[config.mk]
export PLATFORM = sky130hd
export DESIGN_NAME = tx_sequencer_flat
export DESIGN_NICKNAME = d
export VERILOG_FILES = /design/src/rtl/tx_sequencer_if.sv /design/src/rtl/tx_sequencer.sv /design/src/flat_wrapper.sv
export SDC_FILE = /design/constraint.sdc
export NUM_CORES = 1
export LEC_CHECK = 0
export ABC_AREA = 1
export CAP_MARGIN = 20
export CORE_ASPECT_RATIO = 2
export CORE_UTILIZATION = 40
export DETAILED_ROUTE_END_ITERATION = 16
export DONT_BUFFER_PORTS = 1
export HOLD_SLACK_MARGIN = 0.03
export PLACE_DENSITY_LB_ADDON = 0.2
export SLEW_MARGIN = 40
export SYNTH_ARGS = -nofsm -noshare
export SYNTH_HDL_FRONTEND = slang
export SYNTH_SLANG_ARGS = --single-unit
[constraint.sdc]
create_clock -name clk_i -period 3 [get_ports clk_i]
set_input_delay 0.9 -clock clk_i [delete_from_list [all_inputs] [get_ports clk_i]]
set_output_delay 0.9 -clock clk_i [all_outputs]
set_load 0.01 [all_outputs]
[src/rtl/tx_sequencer_if.sv]
// Readout-side and UART-side handshake bundle for tx_sequencer.
// The slave view belongs to the sequencer; the master view is the surrounding environment.
interface tx_sequencer_if #(
  parameter int unsigned GROUPS = 4
);
  logic                  stb_i;
  logic [8*GROUPS-1:0]   data_i;
  logic [GROUPS-1:0]     dis_i;
  logic                  abort_i;
  logic                  rdy_o;
  logic [7:0]            tx_data_o;
  logic                  tx_stb_o;
  logic                  tx_rdy_i;
  logic                  done_o;

  modport slave (
    input  stb_i, data_i, dis_i, abort_i, tx_rdy_i,
    output rdy_o, tx_data_o, tx_stb_o, done_o
  );

  modport master (
    output stb_i, data_i, dis_i, abort_i, tx_rdy_i,
    input  rdy_o, tx_data_o, tx_stb_o, done_o
  );
endinterface

[src/rtl/tx_sequencer.sv]
// Serialises one sample word into bytes for the UART, lowest enabled channel group first,
// skipping groups whose disable flag was set when the word was accepted.
module tx_sequencer #(
  parameter int unsigned GROUPS = 4
) (
  input  logic           clk_i,
  input  logic           rst_i,
  tx_sequencer_if.slave  bus
);
  localparam int unsigned WIDTH = 8 * GROUPS;

  typedef enum logic [1:0] {IDLE, SEND, GAP, FIN} state_e;

  state_e            state_q, state_d;
  logic [WIDTH-1:0]  word_q, word_d;
  logic [GROUPS-1:0] pend_q, pend_d;

  logic [GROUPS-1:0] cur_oh;
  logic [GROUPS-1:0] pend_left;
  logic [GROUPS-1:0] accept_mask;
  logic [7:0]        cur_byte;

  logic              rdy;
  logic [7:0]        tx_data;
  logic              tx_stb;
  logic              done;

  // Lowest pending group wins: scan downwards so the last hit is the lowest index.
  always_comb begin
    cur_oh   = '0;
    cur_byte = '0;
    for (int unsigned g = GROUPS; g > 0; g--) begin
      if (pend_q[g-1]) begin
        cur_oh        = '0;
        cur_oh[g-1]   = 1'b1;
        cur_byte      = word_q[8*(g-1) +: 8];
      end
    end
  end

  assign pend_left   = pend_q & ~cur_oh;
  assign accept_mask = ~bus.dis_i;

  always_ff @(posedge clk_i) begin
    if (rst_i) begin
      state_q <= IDLE;
      word_q  <= '0;
      pend_q  <= '0;
    end else begin
      state_q <= state_d;
      word_q  <= word_d;
      pend_q  <= pend_d;
    end
  end

  always_comb begin
    state_d = state_q;
    word_d  = word_q;
    pend_d  = pend_q;
    unique case (state_q)
      IDLE: begin
        if (bus.stb_i && !bus.abort_i) begin
          word_d  = bus.data_i;
          pend_d  = accept_mask;
          state_d = (accept_mask == '0) ? FIN : SEND;
        end
      end
      SEND: begin
        // A byte handed off alongside abort still counts as sent; abort only decides where we go.
        if (bus.tx_rdy_i) begin
          pend_d  = pend_left;
          state_d = (pend_left == '0) ? FIN : GAP;
        end
        if (bus.abort_i) begin
          state_d = IDLE;
        end
      end
      GAP: begin
        state_d = bus.abort_i ? IDLE : SEND;
      end
      FIN: begin
        state_d = IDLE;
      end
      default: begin
        state_d = IDLE;
      end
    endcase
  end

  always_comb begin
    rdy     = 1'b0;
    tx_data = '0;
    tx_stb  = 1'b0;
    done    = 1'b0;
    if (!rst_i) begin
      unique case (state_q)
        IDLE: rdy = 1'b1;
        SEND: begin
          tx_data = cur_byte;
          tx_stb  = bus.tx_rdy_i;
        end
        GAP:  tx_data = cur_byte;
        FIN:  done = !bus.abort_i;
        default: rdy = 1'b0;
      endcase
    end
  end

  assign bus.rdy_o     = rdy;
  assign bus.tx_data_o = tx_data;
  assign bus.tx_stb_o  = tx_stb;
  assign bus.done_o    = done;
endmodule

[src/flat_wrapper.sv]
// flat-port wrapper written by rule: the top's interface ports become plain ports
module tx_sequencer_flat 
#(
  parameter int unsigned GROUPS = 4
)
  (clk_i, rst_i, bus_stb_i, bus_data_i, bus_dis_i, bus_abort_i, bus_tx_rdy_i, bus_rdy_o, bus_tx_data_o, bus_tx_stb_o, bus_done_o);
  tx_sequencer_if #(.GROUPS(GROUPS)) bus_i ();
  input  logic clk_i;
  input  logic rst_i;
  input wire logic [$bits(bus_i.stb_i)-1:0] bus_stb_i;
  input wire logic [$bits(bus_i.data_i)-1:0] bus_data_i;
  input wire logic [$bits(bus_i.dis_i)-1:0] bus_dis_i;
  input wire logic [$bits(bus_i.abort_i)-1:0] bus_abort_i;
  input wire logic [$bits(bus_i.tx_rdy_i)-1:0] bus_tx_rdy_i;
  output wire logic [$bits(bus_i.rdy_o)-1:0] bus_rdy_o;
  output wire logic [$bits(bus_i.tx_data_o)-1:0] bus_tx_data_o;
  output wire logic [$bits(bus_i.tx_stb_o)-1:0] bus_tx_stb_o;
  output wire logic [$bits(bus_i.done_o)-1:0] bus_done_o;
  assign bus_i.stb_i = bus_stb_i;
  assign bus_i.data_i = bus_data_i;
  assign bus_i.dis_i = bus_dis_i;
  assign bus_i.abort_i = bus_abort_i;
  assign bus_i.tx_rdy_i = bus_tx_rdy_i;
  assign bus_rdy_o = bus_i.rdy_o;
  assign bus_tx_data_o = bus_i.tx_data_o;
  assign bus_tx_stb_o = bus_i.tx_stb_o;
  assign bus_done_o = bus_i.done_o;
  tx_sequencer #(.GROUPS(GROUPS)) u_core (.clk_i(clk_i), .rst_i(rst_i), .bus(bus_i));
endmodule
==> out/results.env <==
HOLDCRITSTARTPOINT='u_core.word_q[26]'
CP_DATA_ARRIVAL_TIME_PS=1730
POWER_SWITCHING_SHARE=0.4222
STANDBY_LEAKAGE_POWER_nW=0.7830
SETUP.REG_TO_REG.WORST_SLACK_PS=1030
IO_BUFFERS=0
FINAL_UTIL=0.4252
POST_CTS.RESIZED_INSTANCES=0
CTS.ROOT.BUFFER_CELL='clkbuf_8'
DRT-INITIAL-DRC-COUNT=24
P_INT_mW=1.022
SYNTH_SEQUENTIAL_AREA_RATIO=0.3817
TIMING_WORST_SETUP_PATH_TYPE='reg -> out'
MULTIINPUTGATEAREA_UM2=949.7
STATUS='complete, no violations'
CRITPATHMAXFANOUT=8
CP.REQUIRED_PS=2100
GR-USAGE-MET3=0.02976
GRT_FIRST_PASS_WIRELENGTH_UM=7038
DRIVE_ABOVE_1_SHARE=0.1515
TRITONCTS_SINK_COUNT=38
MET2_USAGE=0.3511
SLEW_HEADROOM=0.6232
BOUNDARYPINS=52
SYNTH_AREA_UM2=1993
TNS_PS=0
SLEW_VIOL_FINAL=0
P_SW_mW=0.7467
ANTENNA_VIOLATING_NETS_POST_ROUTE=0
GRT_ANTENNA_BEFORE_REPAIR=0
DR_TOTAL_VIAS=1582
LAYOUT.NETS=310
SYNTH_SEQ_CELLS=38
SEQ_POWER_SHARE=0.391
AREA.SEQUENTIAL_UM2=760.7
CHIPHEIGHT_UM=101.8
DRTPASS1ITERATIONS=4
TIGHTESTPINTRANSITION_PS=565.1
VIA_COUNT_OF_THE_FIRST_GLOBAL_ROUTING_PASS=1545
SETUP.WORST_PATH.END_CLASS='primary output'
GRT_UTIL_ALL_LAYERS=0.1852
FLOORPLAN.DIE_AREA_UM2=5287
SYN-INSTANCE-COUNT=265
CRITICAL_PATH.REG2REG.STARTPOINT='u_core.state_q[0]'
MAX_FREQ_GHz=0.3808
TRITONCTS='done'
MOST_CROWDED_LAYER_AFTER_GLOBAL_ROUTING='met2'
DIE-WIDTH_UM=51.92
SYN_NETS=311
SYN-MEAN-INSTANCE-AREA_UM2=7.521
GRT_OVERFLOW_TOTAL=0
VIAS_PER_CELL=4.928
SETUP.WORST_PATH.START_CLASS='flop'
HTREEDEPTH=2
MAXCAPVIOLCOUNT=0
DRC_ERRORS=0
ANTENNADIODECOUNT=0
CTS_SETUP_BUFFERS=0
HOLD-PATH-CELL-COUNT=2
WORSTHOLDENDPOINT='u_core.word_q[26]'
GRT_START_MAX_NET_PINS=47
STD_CELL_ROWS=36
DP_HPWL_UM=3484
POWER_PER_CELL_AREA_nW_PER_UM2=862.9
HOLD_PATH.CLASS='reg -> reg'
P_CLK_FRAC=0.185
FILLERS=501
SETUP_VIOL=0
CLKSLEWWORSTSETUPHOLDPATHS_PS=70
WORSTREG2REGEND='u_core.word_q[22]'
WORSTSKEWPAIRLATENCY_PS=280
LAYOUT-AREA-OVERHEAD-VS-SYNTH_PCT=2.825
RR_WORST_DEPTH=6
RSZ0062_AT_GRT='false'
TOTALWIRELENGTH_UM=4546
CTS_MADE_BUFFERS=5
CLOCK-SKEW-FINAL_PS=2.168
START_UTIL=0.4136
NUMBER_OF_DISTINCT_LIBRARY_CELL_VARIANTS_IN_THE_GATE_LEVEL_NETLIST_AFTER_SYNTHESIS=22
SYNTH_WARNINGS=0
AVERAGE_ROUTED_WIRE_PER_STANDARD_CELL_UM=14.16
GRT.MET1_USAGE=0.1946
HOLD_BUFFER_COUNT_AT_CTS=0
FLOORPLAN.CORE_AREA_UM2=4820
FINALWEIGHTEDCONGESTION=0.6964
NUMBER_OF_BUFFERS_ON_THE_LONGEST_CLOCK_PATH=2
POWER.COMBINATIONAL.FRACTION=0.424
FINALHOLDVIOLCOUNT=0
FINALCRITPERIODSHARE=0.8753
FINAL.MIN_CLOCK_PERIOD_PS=2626
VDD.IR_DROP.WORST_mV=0.4771
==> registers in the layout, summed over array words and instances (netlist names) <==
register / count
u_core.word_q: 32
u_core.state_q: 2
u_core.pend_q: 4
==> worst max-delay path: stages, from the launching register on <==
cell      delay (ps)
dfxtp_1          360
inv_1            100
ha_1             280
inv_1             40
nor2_2           270
o211ai_1         150
nor2_1           230
==> logic make-up (layout without fill, tap and decap cells) <==
logic type | Yosys count | after routing | synth area share
DFF | 38 | 38 | 0.3817
adders and majority gates | 5 | 5 | 0.03139
buffers and inverters | 56 | 55 | 0.1419
AOI/OAI and AO/OA | 93 | 93 | 0.2888
and+or+nand+nor | 73 | 73 | 0.1563
==> metal layers <==
layer,routed length (µm),vias up
met1,1735,690
met2,2570,36
met4,76,0
met3,164,6
li1,-,850
met5,0,-
==> synthesized netlist by cell type (all sizes together) <==
cell | instances | area share
o211ai | 8 | 0.030
buf | 9 | 0.043
nor2 | 27 | 0.056
clkbuf | 2 | 0.014
inv | 45 | 0.085
o21ai | 42 | 0.15
nor3 | 1 | 0.0025
dfxtp | 38 | 0.38
or2 | 1 | 0.0031
nand2 | 39 | 0.076
nand3 | 5 | 0.019
ha | 5 | 0.031
a21oi | 43 | 0.11
==> power by group through the flow <==
| stage | sequential, mW | clock, mW | combinational [mW] |
|---|---|---|---|
| global placement | 0.701 | 0 | 0.764 |
| floorplan | 0.675 | 0 | 0.652 |
| detailed placement | 0.704 | 0 | 0.760 |
| finish | 0.691 | 0.327 | 0.751 |
| global route | 0.707 | 0.356 | 0.870 |
| CTS | 0.692 | 0.334 | 0.763 |
==> worst max path at each step <==
stage,from,to,slack [ps],depth (start not counted)
after CTS,u_core.state_q[0],bus_tx_data_o[2],350,6
after global routing,u_core.state_q[0],bus_tx_data_o[2],210,6
after floorplan,rst_i,bus_tx_data_o[0],700,3
after detailed placement,rst_i,bus_tx_data_o[2],520,3
final,u_core.state_q[0],bus_tx_data_o[2],370,6
after global placement,rst_i,bus_tx_data_o[2],530,3
==> layout make-up <==
type                       instances  share of cell area
clock buffer                       7             0.03724
inverter                          45             0.08242
multi-input combinational        171              0.4634
sequential                        38              0.3712
tap                               57             0.03480
timing repair buffer               3             0.01099
==> metrics by stage <==
step / worst slack, ps / total power [mW] / hold WS [ps] / std cells / area [µm²]
after detailed placement: 515.6 / 1.464 / 435.9 / 314 / 1973
final: 374.0 / 1.769 / 446.1 / 321 / 2049
after global placement: 533.3 / 1.466 / 433.1 / 314 / 1973
after global routing: 206.0 / 1.933 / 467.7 / 321 / 2049
after floorplan: 697.9 / 1.327 / 421.3 / 265 / 1993
after CTS: 351.8 / 1.790 / 447.1 / 321 / 2049
==> placed cells by master (no fill, tap or decap), types with 5 or more instances in the layout <==
master / instances
nand2_1: 37
ha_1: 5
inv_1: 42
o211ai_1: 8
o21ai_2: 22
dfxtp_1: 38
nor2_1: 25
a21oi_1: 41
o21ai_1: 7
clkbuf_8: 5
o21ai_0: 13
Power figures use the tool's default switching activity.
==> edit (same settings) <==
`word_q` no longer has a reset.
--- a/src/rtl/tx_sequencer.sv
+++ b/src/rtl/tx_sequencer.sv
@@ -44,13 +44,15 @@
   always_ff @(posedge clk_i) begin
     if (rst_i) begin
       state_q <= IDLE;
-      word_q  <= '0;
       pend_q  <= '0;
     end else begin
       state_q <= state_d;
-      word_q  <= word_d;
       pend_q  <= pend_d;
     end
+  end
+
+  always_ff @(posedge clk_i) begin
+    word_q <= word_d;
   end
 
   always_comb begin
Function: no difference found for any inputs over 10 cycles, from zero or initial values and one cycle with rst_i high; that may be too few to reach the edited logic, so the function may still have changed.
==> edit against the unedited design <==
Sequential cell count is the same; clock power grew 6.4%; first-iteration DRC count grew 13%; register-to-register slack gained 0.35 ns; synthesized area shrank 13%; final area shrank 7.9%; synthesized cell count shrank 36%; critical path depth grew 1; critical path type unchanged; count of clock-buffer cells in the layout grew 1; worst setup slack gained 0.042 ns; wire length shrank 26%; power shrank 4.3%.
==> edit: results <==
export IMPL_outcome="complete, no violations"
export IMPL_clock_power_share=0.206
export IMPL_vias=1126
export IMPL_dpl_cell_area_um2=1800
export IMPL_die_x_um=48.6
export IMPL_p_leak_uw=0.000722
export IMPL_hold_end="u_core.pend_q[0]"
export IMPL_yosys_top_cells_area="edfxtp_1 55%, nand2_1 8.0%, dfxtp_1 6.9%"
export IMPL_grt_pass1_wl_um=5330
export IMPL_crit_arrival_ns=1.68
export IMPL_synth_common_cells="37 x nand2_1, 32 x edfxtp_1, 27 x nor2_1"
export IMPL_worst_slack_ns=0.416
export IMPL_drive_above_1_share=0.131
export IMPL_use_met3=0.0415
export IMPL_met1Wirelength_um=1140
export IMPL_reg2regPathDepth=5
export IMPL_fin_skew_ns=0.00605
export IMPL_synth_enable_flop_cells=32
export IMPL_avgSynthCellArea_um2=10.3
export IMPL_worst_setup_path_endpoint="bus_tx_data_o[1]"
export IMPL_synth_fp_nets=215
export IMPL_p_sw_frac=0.371
export IMPL_wl_met2_um=2010
export IMPL_yosysUniqueCellTypes=21
export IMPL_grt_pass1_vias=1217
export IMPL_worst_hold_slack_ns=0.551
export IMPL_met2_usage=0.317
export IMPL_ys_dominant_reg_cell="edfxtp_1"
export IMPL_dp_hpwl_um=2570
export IMPL_wl_per_cell_um=14.7
export IMPL_fillers=411
export IMPL_tightest_slew_ns=0.393
export IMPL_wl_um=3350
export IMPL_use_met1=0.142
export IMPL_regToRegSetupSlack_ns=1.38
export IMPL_post_place_ws_ns=0.575
export IMPL_reg2reg_to="u_core.word_q[25]"
## edit: changes by cell type in the layout (fill, tap and decap cells not counted), moves of 2 or more
| cell | before | now |
|---|---|---|
| o21ai_2 | 22 | 0 |
| nand2_2 | 2 | 8 |
| inv_1 | 42 | 10 |
| a21oi_1 | 41 | 10 |
| o211ai_1 | 8 | 0 |
| o21ai_1 | 7 | 3 |
| edfxtp_1 | 0 | 32 |
| o21ai_0 | 13 | 7 |
| a21oi_2 | 2 | 0 |
| o21a_1 | 0 | 8 |
| dfxtp_1 | 38 | 6 |
| buf_4 | 3 | 1 |
## edit: cell type report
type / instances / area, um^2 / area share
clock buffer: 8 / 90.1 / 0.0477
timing repair buffer: 1 / 7.51 / 0.00398
inverter: 13 / 51.3 / 0.0272
multi-input combinational: 116 / 592 / 0.314
sequential: 38 / 1080 / 0.573
tap: 52 / 65.1 / 0.0345
## edit: kinds of logic after synthesis
family,synth area share
compound gates,0.0920
simple gates,0.211
flops,0.621
buf+inv,0.0403
fa+ha+maj,0.0359
